<file path="config.mk">
export PLATFORM = sky130hd
export DESIGN_NAME = knap_search_flat
export DESIGN_NICKNAME = d
export VERILOG_FILES = /design/src/rtl/knap_search_if.sv /design/src/rtl/knap_search.sv /design/src/flat_wrapper.sv
export SDC_FILE = /design/constraint.sdc
export NUM_CORES = 1
export LEC_CHECK = 0
export ABC_AREA = 1
export CAP_MARGIN = 10
export CORE_MARGIN = 4
export CORE_UTILIZATION = 30
export CTS_CLUSTER_DIAMETER = 200
export CTS_CLUSTER_SIZE = 30
export DETAILED_ROUTE_END_ITERATION = 7
export PLACE_DENSITY = 0.53
export SLEW_MARGIN = 15
export SYNTH_ARGS = -nofsm -noshare
export SYNTH_HDL_FRONTEND = slang
export SYNTH_SLANG_ARGS = --single-unit
</file>
<file path="constraint.sdc">
create_clock -name clk -period 12.6 [get_ports clk]
set_clock_uncertainty 0.1 [all_clocks]
set_input_delay 3.15 -clock clk [delete_from_list [all_inputs] [get_ports clk]]
set_output_delay 3.15 -clock clk [all_outputs]
set_load 0.01 [all_outputs]
</file>
<file path="src/rtl/knap_search_if.sv">
// Bus bundle for knap_search: item-table load port, search limits, control and results.
// The bench drives the master side; the search engine takes the slave side.
interface knap_search_if #(
    parameter int N_ITEMS = 8,
    parameter int DAT_W   = 8,
    parameter int SUM_W   = 12
);
    localparam int IDX_W = (N_ITEMS > 1) ? $clog2(N_ITEMS) : 1;

    logic               ld_en;
    logic [IDX_W-1:0]   ld_idx;
    logic [DAT_W-1:0]   ld_value;
    logic [DAT_W-1:0]   ld_weight;
    logic [DAT_W-1:0]   ld_volume;
    logic [SUM_W-1:0]   max_weight;
    logic [SUM_W-1:0]   max_volume;
    logic [SUM_W-1:0]   min_value;
    logic               start;
    logic               abort;
    logic               busy;
    logic               done;
    logic [N_ITEMS-1:0] best_sel;
    logic [SUM_W-1:0]   best_value;
    logic               found;

    modport master (
        output ld_en, ld_idx, ld_value, ld_weight, ld_volume,
        output max_weight, max_volume, min_value, start, abort,
        input  busy, done, best_sel, best_value, found
    );

    modport slave (
        input  ld_en, ld_idx, ld_value, ld_weight, ld_volume,
        input  max_weight, max_volume, min_value, start, abort,
        output busy, done, best_sel, best_value, found
    );
endinterface

</file>
<file path="src/rtl/knap_search.sv">
// Exhaustive 0/1 knapsack search with two capacity constraints (weight, volume).
// One subset is evaluated per SCAN cycle; the earliest strictly-best feasible subset wins.
module knap_search #(
    parameter int N_ITEMS = 8,
    parameter int DAT_W   = 8,
    parameter int SUM_W   = 12
) (
    input  logic         clk,
    input  logic         rst_n,
    knap_search_if.slave bus
);
    typedef enum logic {IDLE = 1'b0, SCAN = 1'b1} state_t;

    state_t             state_q, state_d;
    logic [N_ITEMS-1:0] idx_q, idx_d;
    logic [DAT_W-1:0]   val_q [N_ITEMS];
    logic [DAT_W-1:0]   val_d [N_ITEMS];
    logic [DAT_W-1:0]   wt_q  [N_ITEMS];
    logic [DAT_W-1:0]   wt_d  [N_ITEMS];
    logic [DAT_W-1:0]   vol_q [N_ITEMS];
    logic [DAT_W-1:0]   vol_d [N_ITEMS];
    logic [SUM_W-1:0]   max_w_q, max_w_d;
    logic [SUM_W-1:0]   max_v_q, max_v_d;
    logic [SUM_W-1:0]   min_val_q, min_val_d;
    logic [N_ITEMS-1:0] best_sel_q, best_sel_d;
    logic [SUM_W-1:0]   best_value_q, best_value_d;
    logic               done_q, done_d;
    logic               found_q, found_d;

    logic [SUM_W-1:0]   value_sum;
    logic [SUM_W-1:0]   weight_sum;
    logic [SUM_W-1:0]   volume_sum;
    logic               feasible;
    logic               better;
    logic               last_idx;
    logic [SUM_W-1:0]   final_value;

    // Subset evaluation: SUM_W is wide enough that these sums never wrap.
    always_comb begin
        value_sum  = '0;
        weight_sum = '0;
        volume_sum = '0;
        for (int i = 0; i < N_ITEMS; i++) begin
            if (idx_q[i]) begin
                value_sum  = value_sum  + SUM_W'(val_q[i]);
                weight_sum = weight_sum + SUM_W'(wt_q[i]);
                volume_sum = volume_sum + SUM_W'(vol_q[i]);
            end
        end
        feasible    = (weight_sum <= max_w_q) && (volume_sum <= max_v_q);
        // Strict compare keeps the lower-index subset on ties.
        better      = feasible && (value_sum > best_value_q);
        last_idx    = &idx_q;
        final_value = better ? value_sum : best_value_q;
    end

    // State register
    always_ff @(posedge clk or negedge rst_n) begin
        if (!rst_n) begin
            state_q <= IDLE;
        end else begin
            state_q <= state_d;
        end
    end

    // Next-state logic; abort outranks start.
    always_comb begin
        state_d = state_q;
        case (state_q)
            IDLE: if (bus.start && !bus.abort) state_d = SCAN;
            SCAN: if (bus.abort || last_idx)   state_d = IDLE;
            default: state_d = IDLE;
        endcase
    end

    // Datapath and output logic
    always_comb begin
        idx_d        = idx_q;
        max_w_d      = max_w_q;
        max_v_d      = max_v_q;
        min_val_d    = min_val_q;
        best_sel_d   = best_sel_q;
        best_value_d = best_value_q;
        found_d      = found_q;
        done_d       = 1'b0;
        for (int i = 0; i < N_ITEMS; i++) begin
            val_d[i] = val_q[i];
            wt_d[i]  = wt_q[i];
            vol_d[i] = vol_q[i];
        end

        case (state_q)
            IDLE: begin
                for (int i = 0; i < N_ITEMS; i++) begin
                    if (bus.ld_en && (bus.ld_idx == $bits(bus.ld_idx)'(i))) begin
                        val_d[i] = bus.ld_value;
                        wt_d[i]  = bus.ld_weight;
                        vol_d[i] = bus.ld_volume;
                    end
                end
                if (bus.start && !bus.abort) begin
                    max_w_d      = bus.max_weight;
                    max_v_d      = bus.max_volume;
                    min_val_d    = bus.min_value;
                    idx_d        = '0;
                    best_sel_d   = '0;
                    best_value_d = '0;
                    found_d      = 1'b0;
                end
            end
            SCAN: begin
                if (bus.abort) begin
                    idx_d        = '0;
                    best_sel_d   = '0;
                    best_value_d = '0;
                    found_d      = 1'b0;
                end else begin
                    idx_d = idx_q + N_ITEMS'(1);
                    if (better) begin
                        best_sel_d   = idx_q;
                        best_value_d = value_sum;
                    end
                    if (last_idx) begin
                        done_d  = 1'b1;
                        found_d = (final_value >= min_val_q);
                    end
                end
            end
            default: ;
        endcase
    end

    always_ff @(posedge clk or negedge rst_n) begin
        if (!rst_n) begin
            idx_q        <= '0;
            max_w_q      <= '0;
            max_v_q      <= '0;
            min_val_q    <= '0;
            best_sel_q   <= '0;
            best_value_q <= '0;
            done_q       <= 1'b0;
            found_q      <= 1'b0;
            for (int i = 0; i < N_ITEMS; i++) begin
                val_q[i] <= '0;
                wt_q[i]  <= '0;
                vol_q[i] <= '0;
            end
        end else begin
            idx_q        <= idx_d;
            max_w_q      <= max_w_d;
            max_v_q      <= max_v_d;
            min_val_q    <= min_val_d;
            best_sel_q   <= best_sel_d;
            best_value_q <= best_value_d;
            done_q       <= done_d;
            found_q      <= found_d;
            for (int i = 0; i < N_ITEMS; i++) begin
                val_q[i] <= val_d[i];
                wt_q[i]  <= wt_d[i];
                vol_q[i] <= vol_d[i];
            end
        end
    end

    assign bus.busy       = (state_q == SCAN);
    assign bus.done       = done_q;
    assign bus.best_sel   = best_sel_q;
    assign bus.best_value = best_value_q;
    assign bus.found      = found_q;
endmodule

</file>
<file path="src/flat_wrapper.sv">
// flat-port wrapper written by rule: the top's interface ports become plain ports
module knap_search_flat 
#(
    parameter int N_ITEMS = 8,
    parameter int DAT_W   = 8,
    parameter int SUM_W   = 12
)
  (clk, rst_n, bus_ld_en, bus_ld_idx, bus_ld_value, bus_ld_weight, bus_ld_volume, bus_max_weight, bus_max_volume, bus_min_value, bus_start, bus_abort, bus_busy, bus_done, bus_best_sel, bus_best_value, bus_found);
  knap_search_if #(.N_ITEMS(N_ITEMS), .DAT_W(DAT_W), .SUM_W(SUM_W)) bus_i ();
  input  logic clk;
  input  logic rst_n;
  input wire logic [$bits(bus_i.ld_en)-1:0] bus_ld_en;
  input wire logic [$bits(bus_i.ld_idx)-1:0] bus_ld_idx;
  input wire logic [$bits(bus_i.ld_value)-1:0] bus_ld_value;
  input wire logic [$bits(bus_i.ld_weight)-1:0] bus_ld_weight;
  input wire logic [$bits(bus_i.ld_volume)-1:0] bus_ld_volume;
  input wire logic [$bits(bus_i.max_weight)-1:0] bus_max_weight;
  input wire logic [$bits(bus_i.max_volume)-1:0] bus_max_volume;
  input wire logic [$bits(bus_i.min_value)-1:0] bus_min_value;
  input wire logic [$bits(bus_i.start)-1:0] bus_start;
  input wire logic [$bits(bus_i.abort)-1:0] bus_abort;
  output wire logic [$bits(bus_i.busy)-1:0] bus_busy;
  output wire logic [$bits(bus_i.done)-1:0] bus_done;
  output wire logic [$bits(bus_i.best_sel)-1:0] bus_best_sel;
  output wire logic [$bits(bus_i.best_value)-1:0] bus_best_value;
  output wire logic [$bits(bus_i.found)-1:0] bus_found;
  assign bus_i.ld_en = bus_ld_en;
  assign bus_i.ld_idx = bus_ld_idx;
  assign bus_i.ld_value = bus_ld_value;
  assign bus_i.ld_weight = bus_ld_weight;
  assign bus_i.ld_volume = bus_ld_volume;
  assign bus_i.max_weight = bus_max_weight;
  assign bus_i.max_volume = bus_max_volume;
  assign bus_i.min_value = bus_min_value;
  assign bus_i.start = bus_start;
  assign bus_i.abort = bus_abort;
  assign bus_busy = bus_i.busy;
  assign bus_done = bus_i.done;
  assign bus_best_sel = bus_i.best_sel;
  assign bus_best_value = bus_i.best_value;
  assign bus_found = bus_i.found;
  knap_search #(.N_ITEMS(N_ITEMS), .DAT_W(DAT_W), .SUM_W(SUM_W)) u_core (.clk(clk), .rst_n(rst_n), .bus(bus_i));
endmodule
</file>
Yosys cells after proc, flatten, opt, wreduce, memory -nomap -nowiden
Cells that the tools add are included.

storage, ports and cells
  bits in registers = 259
  bits of input ports = 68
  output and inout bits = 23

cells by class
  add/subtract/negate cells = 22
  magnitude comparators = 4
  eq/ne operators = 10
  mux-type cells = 44
  bitwise operators = 1
  reduce and logical (&&, ||, !) cells = 26

operator list
  cell                   number
  $mux W12               24
  $add A12 B8 Y12        18
  $mux W8                7
  $pmux W8 S2            2
  $add A8 B8 Y9          3
  $le A12 B12 Y1         2
  $pmux W12 S2           1
  $reduce_and A2 Y1      11
  $eq A3 B3 Y1 const B   4
  $ge A12 B12 Y1         1
  $gt A12 B12 Y1         1
  $logic_and A1 B1 Y1    11
  $add A8 B1 Y8 const B  1
  $mux W1                8
  $reduce_and A8 Y1      1
  $eq A3 B2 Y1 const B   2
  $ne A3 B3 Y1 const B   2
  $pmux W1 S2            2
  $eq A3 B1 Y1 const B   1
  $logic_not A3 Y1       1
  $ne A2 B1 Y1 const B   1
  $logic_not A1 Y1       1
  $logic_or A1 B1 Y1     1
  $not A1 Y1             1

Longest topological paths before layout
  word-level depth = 23
  depth in mapped cells = 77
  depth with buffers taken out = 74

Worst setup path before layout
No wires, ideal clock.

  path type = register -> register
  start point = register u_core.idx_q[0]
  end point = register u_core.found_q (netlist: u_core.bus.found)
  arrival time = 10.248 ns
  required time = 12.371 ns
  slack = 2.123 ns
  stages on the path, launching flop included = 71
  buffers on the path = 4
  clock period less this slack = 10.477 ns
  cell sequence = dfrtp_1 > buf_6 > buf_6 > buf_2 > nand2_1 > inv_1 > ha_1 > fa_1 > or2_2 > nand3_1 > o21ai_0 > ha_1 > a21oi_1 > nand2_1 > xnor2_1 > o21ai_1 > ha_1 > nand2_1 > [35 not listed] > o2111ai_1 > nand2_1 > o21ai_0 > nor3b_1 > inv_1 > clkbuf_1 > o21ai_2 > inv_1 > ha_1 > a21oi_1 > o21bai_1 > a21oi_1 > o221a_2 > o21ai_0 > a21oi_1 > nor2_1 > o21ai_0 > o21ai_0

between the ends
  word-level cells in the longest chain between the ends = 23
  elaborated cells on any way between the ends = 58
  those cells by class = add/sub (21); order compare (4); eq/ne (1); mux (28); reduce/logical (4)

ends and longest elaborated chain
  element                             line                                  RTL
  from (decl)                         knap_search.sv:15                     logic [N_ITEMS-1:0] idx_q, idx_d;
  from (signal assigned)              knap_search.sv:149                    idx_q <= idx_d;
  $mux W8                             knap_search.sv:44                     if (idx_q[i]) begin
  $add A8 B8 Y9 (on tied branches)    knap_search.sv:46, knap_search.sv:47
  $mux W12                            knap_search.sv:44
  $add A12 B8 Y12 (on tied branches)  knap_search.sv:46, knap_search.sv:47
  $mux W12                            knap_search.sv:44
  $add A12 B8 Y12 (on tied branches)  knap_search.sv:46, knap_search.sv:47
  $mux W12                            knap_search.sv:44
  $add A12 B8 Y12 (on tied branches)  knap_search.sv:46, knap_search.sv:47
  [7 not listed]                      n/a
  $le A12 B12 Y1                      knap_search.sv:50                     feasible = (weight_sum <= max_w_q) && (volume_sum <= max_v_q);
  $logic_and A1 B1 Y1                 knap_search.sv:50
  $logic_and A1 B1 Y1                 knap_search.sv:52                     better = feasible && (value_sum > best_value_q);
  $mux W12                            n/a
  $ge A12 B12 Y1                      knap_search.sv:125                    found_d = (final_value >= min_val_q);
  $mux W1                             knap_search.sv:123                    if (last_idx) begin
  $mux W1                             knap_search.sv:112                    if (bus.abort) begin
  $pmux W1 S2                         knap_search.sv:92                     case (state_q)
  to (signal assigned)                knap_search.sv:156                    found_q <= found_d;
  to (decl)                           knap_search.sv:28                     logic found_q, found_d;

Several ways; a longest one is shown, not always the timed one. The select of a mux whose other input is x is not followed.
A chain may end at the register's enable or synchronous reset.

Worst setup path in the final report
Ends and elaborated chain as after synthesis.

==> metrics.yaml <==
outcome:
  status: "finished clean"
worst_hold_path:
  holdPathStages: 2
  min_path_type: "register to register"
  hp-start: "u_core.vol_q[59]"
floorplanning:
  initial_core_util_pct: 30.4
  io_pins: 91
  row_count: 96
  die_h_um: 272
  dieArea_sq_mm: 0.0742
  die_x_um: 272
  core_sq_mm: 0.0689
pwr:
  power_mw: 4.21
  power_frac_seq_pct: 30.1
  intPower_mw: 2.27
  netSwitchingFraction_pct: 46.0
  p_leak_nw: 11.9
  pwr-share-clk_pct: 11.5
  pwr-share-comb_pct: 58.4
  ir_worst_vdd_mv: 0.0909
  p_switching_mw: 1.93
  power_density_mw_per_mm2: 181
placed_design:
  port_buffers: 90
  post-dp-hpwl_um: 42200
  gp_congestion: 0.842
clocking:
  clkLatencyLatePin_ns: 0.52
  cts_tree: "yes"
  cts_root_buf: "clkbuf_16"
  h-tree-depth: 1
  clk_pin_slew_ns: 0.12
  cts.sinks: 259
  cts_buffers: 12
  clock_path_buffers: 3
cells_and_area:
  num-nets-final: 3260
  n_antenna_cell: 0
  area_growth_pct: 10.7
  layout-drive-gt1-share_pct: 5.70
  nFillCells: 7526
drt:
  drc: 0
  totalWireLength_um: 52900
  vias: 17872
  avgRoutedWirePerCell_um: 13.6
  vias_per_cell: 4.61
  postRouteAntennaNets: 0
  drt-initial-drc-count: 770
  drt_pass1_iterations: 5
yosys:
  synth_top_family_by_area: "simple AND/OR/NAND/NOR gates"
  synth_area_sq_mm: 0.0210
  ys_seq_area_share_pct: 30.9
  synth-edff-count: 0
  synthXorXnorAreaFrac_pct: 3.34
  synthFlopType: "dfrtp_1"
  synth_top_area_share_pct: 30.9
  syn_inst: 2913
  synth.area.top_cells: "dfrtp_1, ha_1, nand2_1"
  synthSimpleGateAreaFrac_pct: 25.3
  yosysTopAreaCell: "dfrtp_1"
  synthAdderAreaFrac_pct: 15.3
  synth-seq-cells: 259
  synth-async-reset-ratio_pct: 100
  syn_nets: 3225
  avgSynthCellArea_sq_um: 7.20
  ys_types: 60
  synth_compound_area_share_pct: 15.9
  ys_warn_count: 0
  synthMuxAreaShare_pct: 0.161
setup_path:
  end_kind: "register"
  crit_start: "u_core.idx_q[0]"
  critical_path_arrival_ns: 11.70
  reg2regPathDepth: 69
  cp_common_cell: "nand2_1"
  cpPeakStageDelay_ns: 0.54
  path_class: "register to register"
  critical_path_required_ns: 12.90
  crit_slowest_cell: "dfrtp_2"
  setup.worst_path.start_class: "register"
  path_max_fanout: 15
  rr_startpoint: "u_core.idx_q[0]"
timing:
  slew_violations: 0
  rsz0062_at_grt: "false"
  fin_crit_ns: 11.39
  min_period_over_period_pct: 90.4
  slew_headroom_pct: 21.5
  tns_ns: 0
  finalSetupViolCount: 0
  finalHoldViolations: 0
  worstMarginPinSlew_ns: 1.18
  fmax_ghz: 0.0878
job:
  max_cap_viol_count: 0
global_route:
  grt_usage_pct: 14.4
  antenna_found_initial: 0
  grt_max_degree: 91
  grt_pass1_wl_um: 89400
  grt.overflow.total: 0
  grt_pass1_vias: 17843
## repair_timing
item,4_1_cts,5_1_grt
endpoints found under the setup margin,0,1
hold buffers,0,0
setup buffers,0,2
gates resized for setup,0,7
## state kept, by name, summed over array words and instances (netlist names), 8 cells and up
name and flops:
u_core.bus.best_sel 8, u_core.bus.best_value 12, u_core.idx_q 8, u_core.max_v_q 12, u_core.max_w_q 12, u_core.min_val_q 12
u_core.val_q 64, u_core.vol_q 64, u_core.wt_q 64
## cell usage after synthesis, types with 3 or more instances
cell type and number:
nand2_2 24, inv_2 13, a31oi_1 17, nand3_1 153, fa_1 21, o21a_1 7, nand2_4 10, a211oi_1 4
xnor2_1 20, o211ai_1 5, nor2_2 9, buf_4 6, a21oi_1 229, o21ai_0 224, xor2_1 60, nand3b_1 12
ha_1 223, buf_1 11, mux2_2 3, nand3_2 17, nand2_1 704, buf_2 15, clkbuf_1 63, o22ai_1 13
dfrtp_1 259, o21ai_1 64, o21bai_1 6, nand4_1 24, a21boi_1 4, nor3_1 9, nor2_1 206, a221oi_1 3
and2_1 23, o31ai_1 4, inv_1 384, nor4_1 3, o21ai_2 16, or2_2 16
## critical path, delay by kind of cell (launching register included)
| family | cells | cell delay [ns] |
|---|---|---|
| AND/OR/NAND/NOR | 25 | 2.48 |
| XOR/XNOR | 4 | 0.67 |
| adder cells (fa/ha/maj) | 10 | 3.17 |
| AO/OA/AOI/OAI | 22 | 3.37 |
| flip-flops | 1 | 0.54 |
| buffers and inverters | 8 | 0.93 |
## cell families (layout without fill, tap and decap cells)
| logic type | after synthesis | in the layout |
|---|---|---|
| fa+ha+maj | 244 | 244 |
| xor+xnor | 80 | 80 |
| flops | 259 | 259 |
| mux | 3 | 3 |
| compound gates | 614 | 614 |
| buf+inv | 496 | 531 |
| simple gates | 1217 | 1217 |
## final timing paths
check                              endpoint  slack [ns]
max                        u_core.bus.found        1.21
min                        u_core.vol_q[59]        0.40
max reg2reg                u_core.bus.found        1.21
min reg2reg                u_core.vol_q[59]        0.40
max in group asynchronous  u_core.val_q[44]        8.43
min in group asynchronous   u_core.vol_q[1]        2.55
## per-stage QoR
stage               hold slack [ns]  util (%)  setup slack (ns)  instances  area (sq um)
detailed placement            0.373      33.1             0.831       3863         22900
global route                  0.426      33.7            0.0209       3879         23200
floorplan                     0.353         -              2.12       2913         21000
global placement              0.366      33.1              1.13       3863         22900
CTS                           0.400      33.6             0.774       3877         23200
finish                        0.400      33.7              1.21       3879         23200
## cell usage in the layout, fill, tap and decap left out, types with 3 or more instances in the layout
cell type,instances
nand2_1,704
inv_1,383
dfrtp_1,258
a21oi_1,229
ha_1,223
o21ai_0,221
nor2_1,204
nand3_1,152
clkdlybuf4s50_1,89
o21ai_1,65
xor2_1,60
buf_4,28
nand4_1,24
nand2_2,24
and2_1,23
fa_1,21
xnor2_1,20
o21ai_2,18
nand3_2,18
a31oi_1,17
or2_2,16
inv_2,13
o22ai_1,13
clkbuf_16,13
nand3b_1,12
nand2_4,10
nor2_2,9
nor3_1,8
o21a_1,7
o21bai_1,6
o211ai_1,5
o31ai_1,4
a21boi_1,4
a211oi_1,4
nor4_1,3
a221oi_1,3
nor2_4,3
mux2_2,3
## layer usage
metal | part of all wire, % | vias to the layer above | GRT usage, %
met4 | 1.5 | 0 | 2.04
met3 | 1.9 | 31 | 1.36
li1 | - | 9542 | -
met2 | 50 | 122 | 26.8
met1 | 47 | 8177 | 18.4
met5 | 0 | - | 0
## layout make-up
| class | count | area [sq um] | share of cell area (%) |
|---|---|---|---|
| multi-input combinational | 2158 | 12600 | 54.3 |
| sequential | 259 | 6480 | 27.9 |
| inverter | 399 | 1500 | 6.47 |
| tap | 931 | 1160 | 5.02 |
| timing repair buffer | 118 | 1120 | 4.81 |
| clock buffer | 13 | 325 | 1.40 |
| clock inverter | 1 | 16.3 | 0.0700 |
## power groups by stage
stage	clock (mW)	combinational (mW)	sequential, mW
after floorplan	0	1.94	1.23
after global placement	0	2.43	1.28
after detailed placement	0	2.45	1.28
after CTS	0.512	2.46	1.27
after global routing	0.534	2.90	1.30
final	0.484	2.46	1.27
No activity file was read; power rests on OpenSTA's default activity.
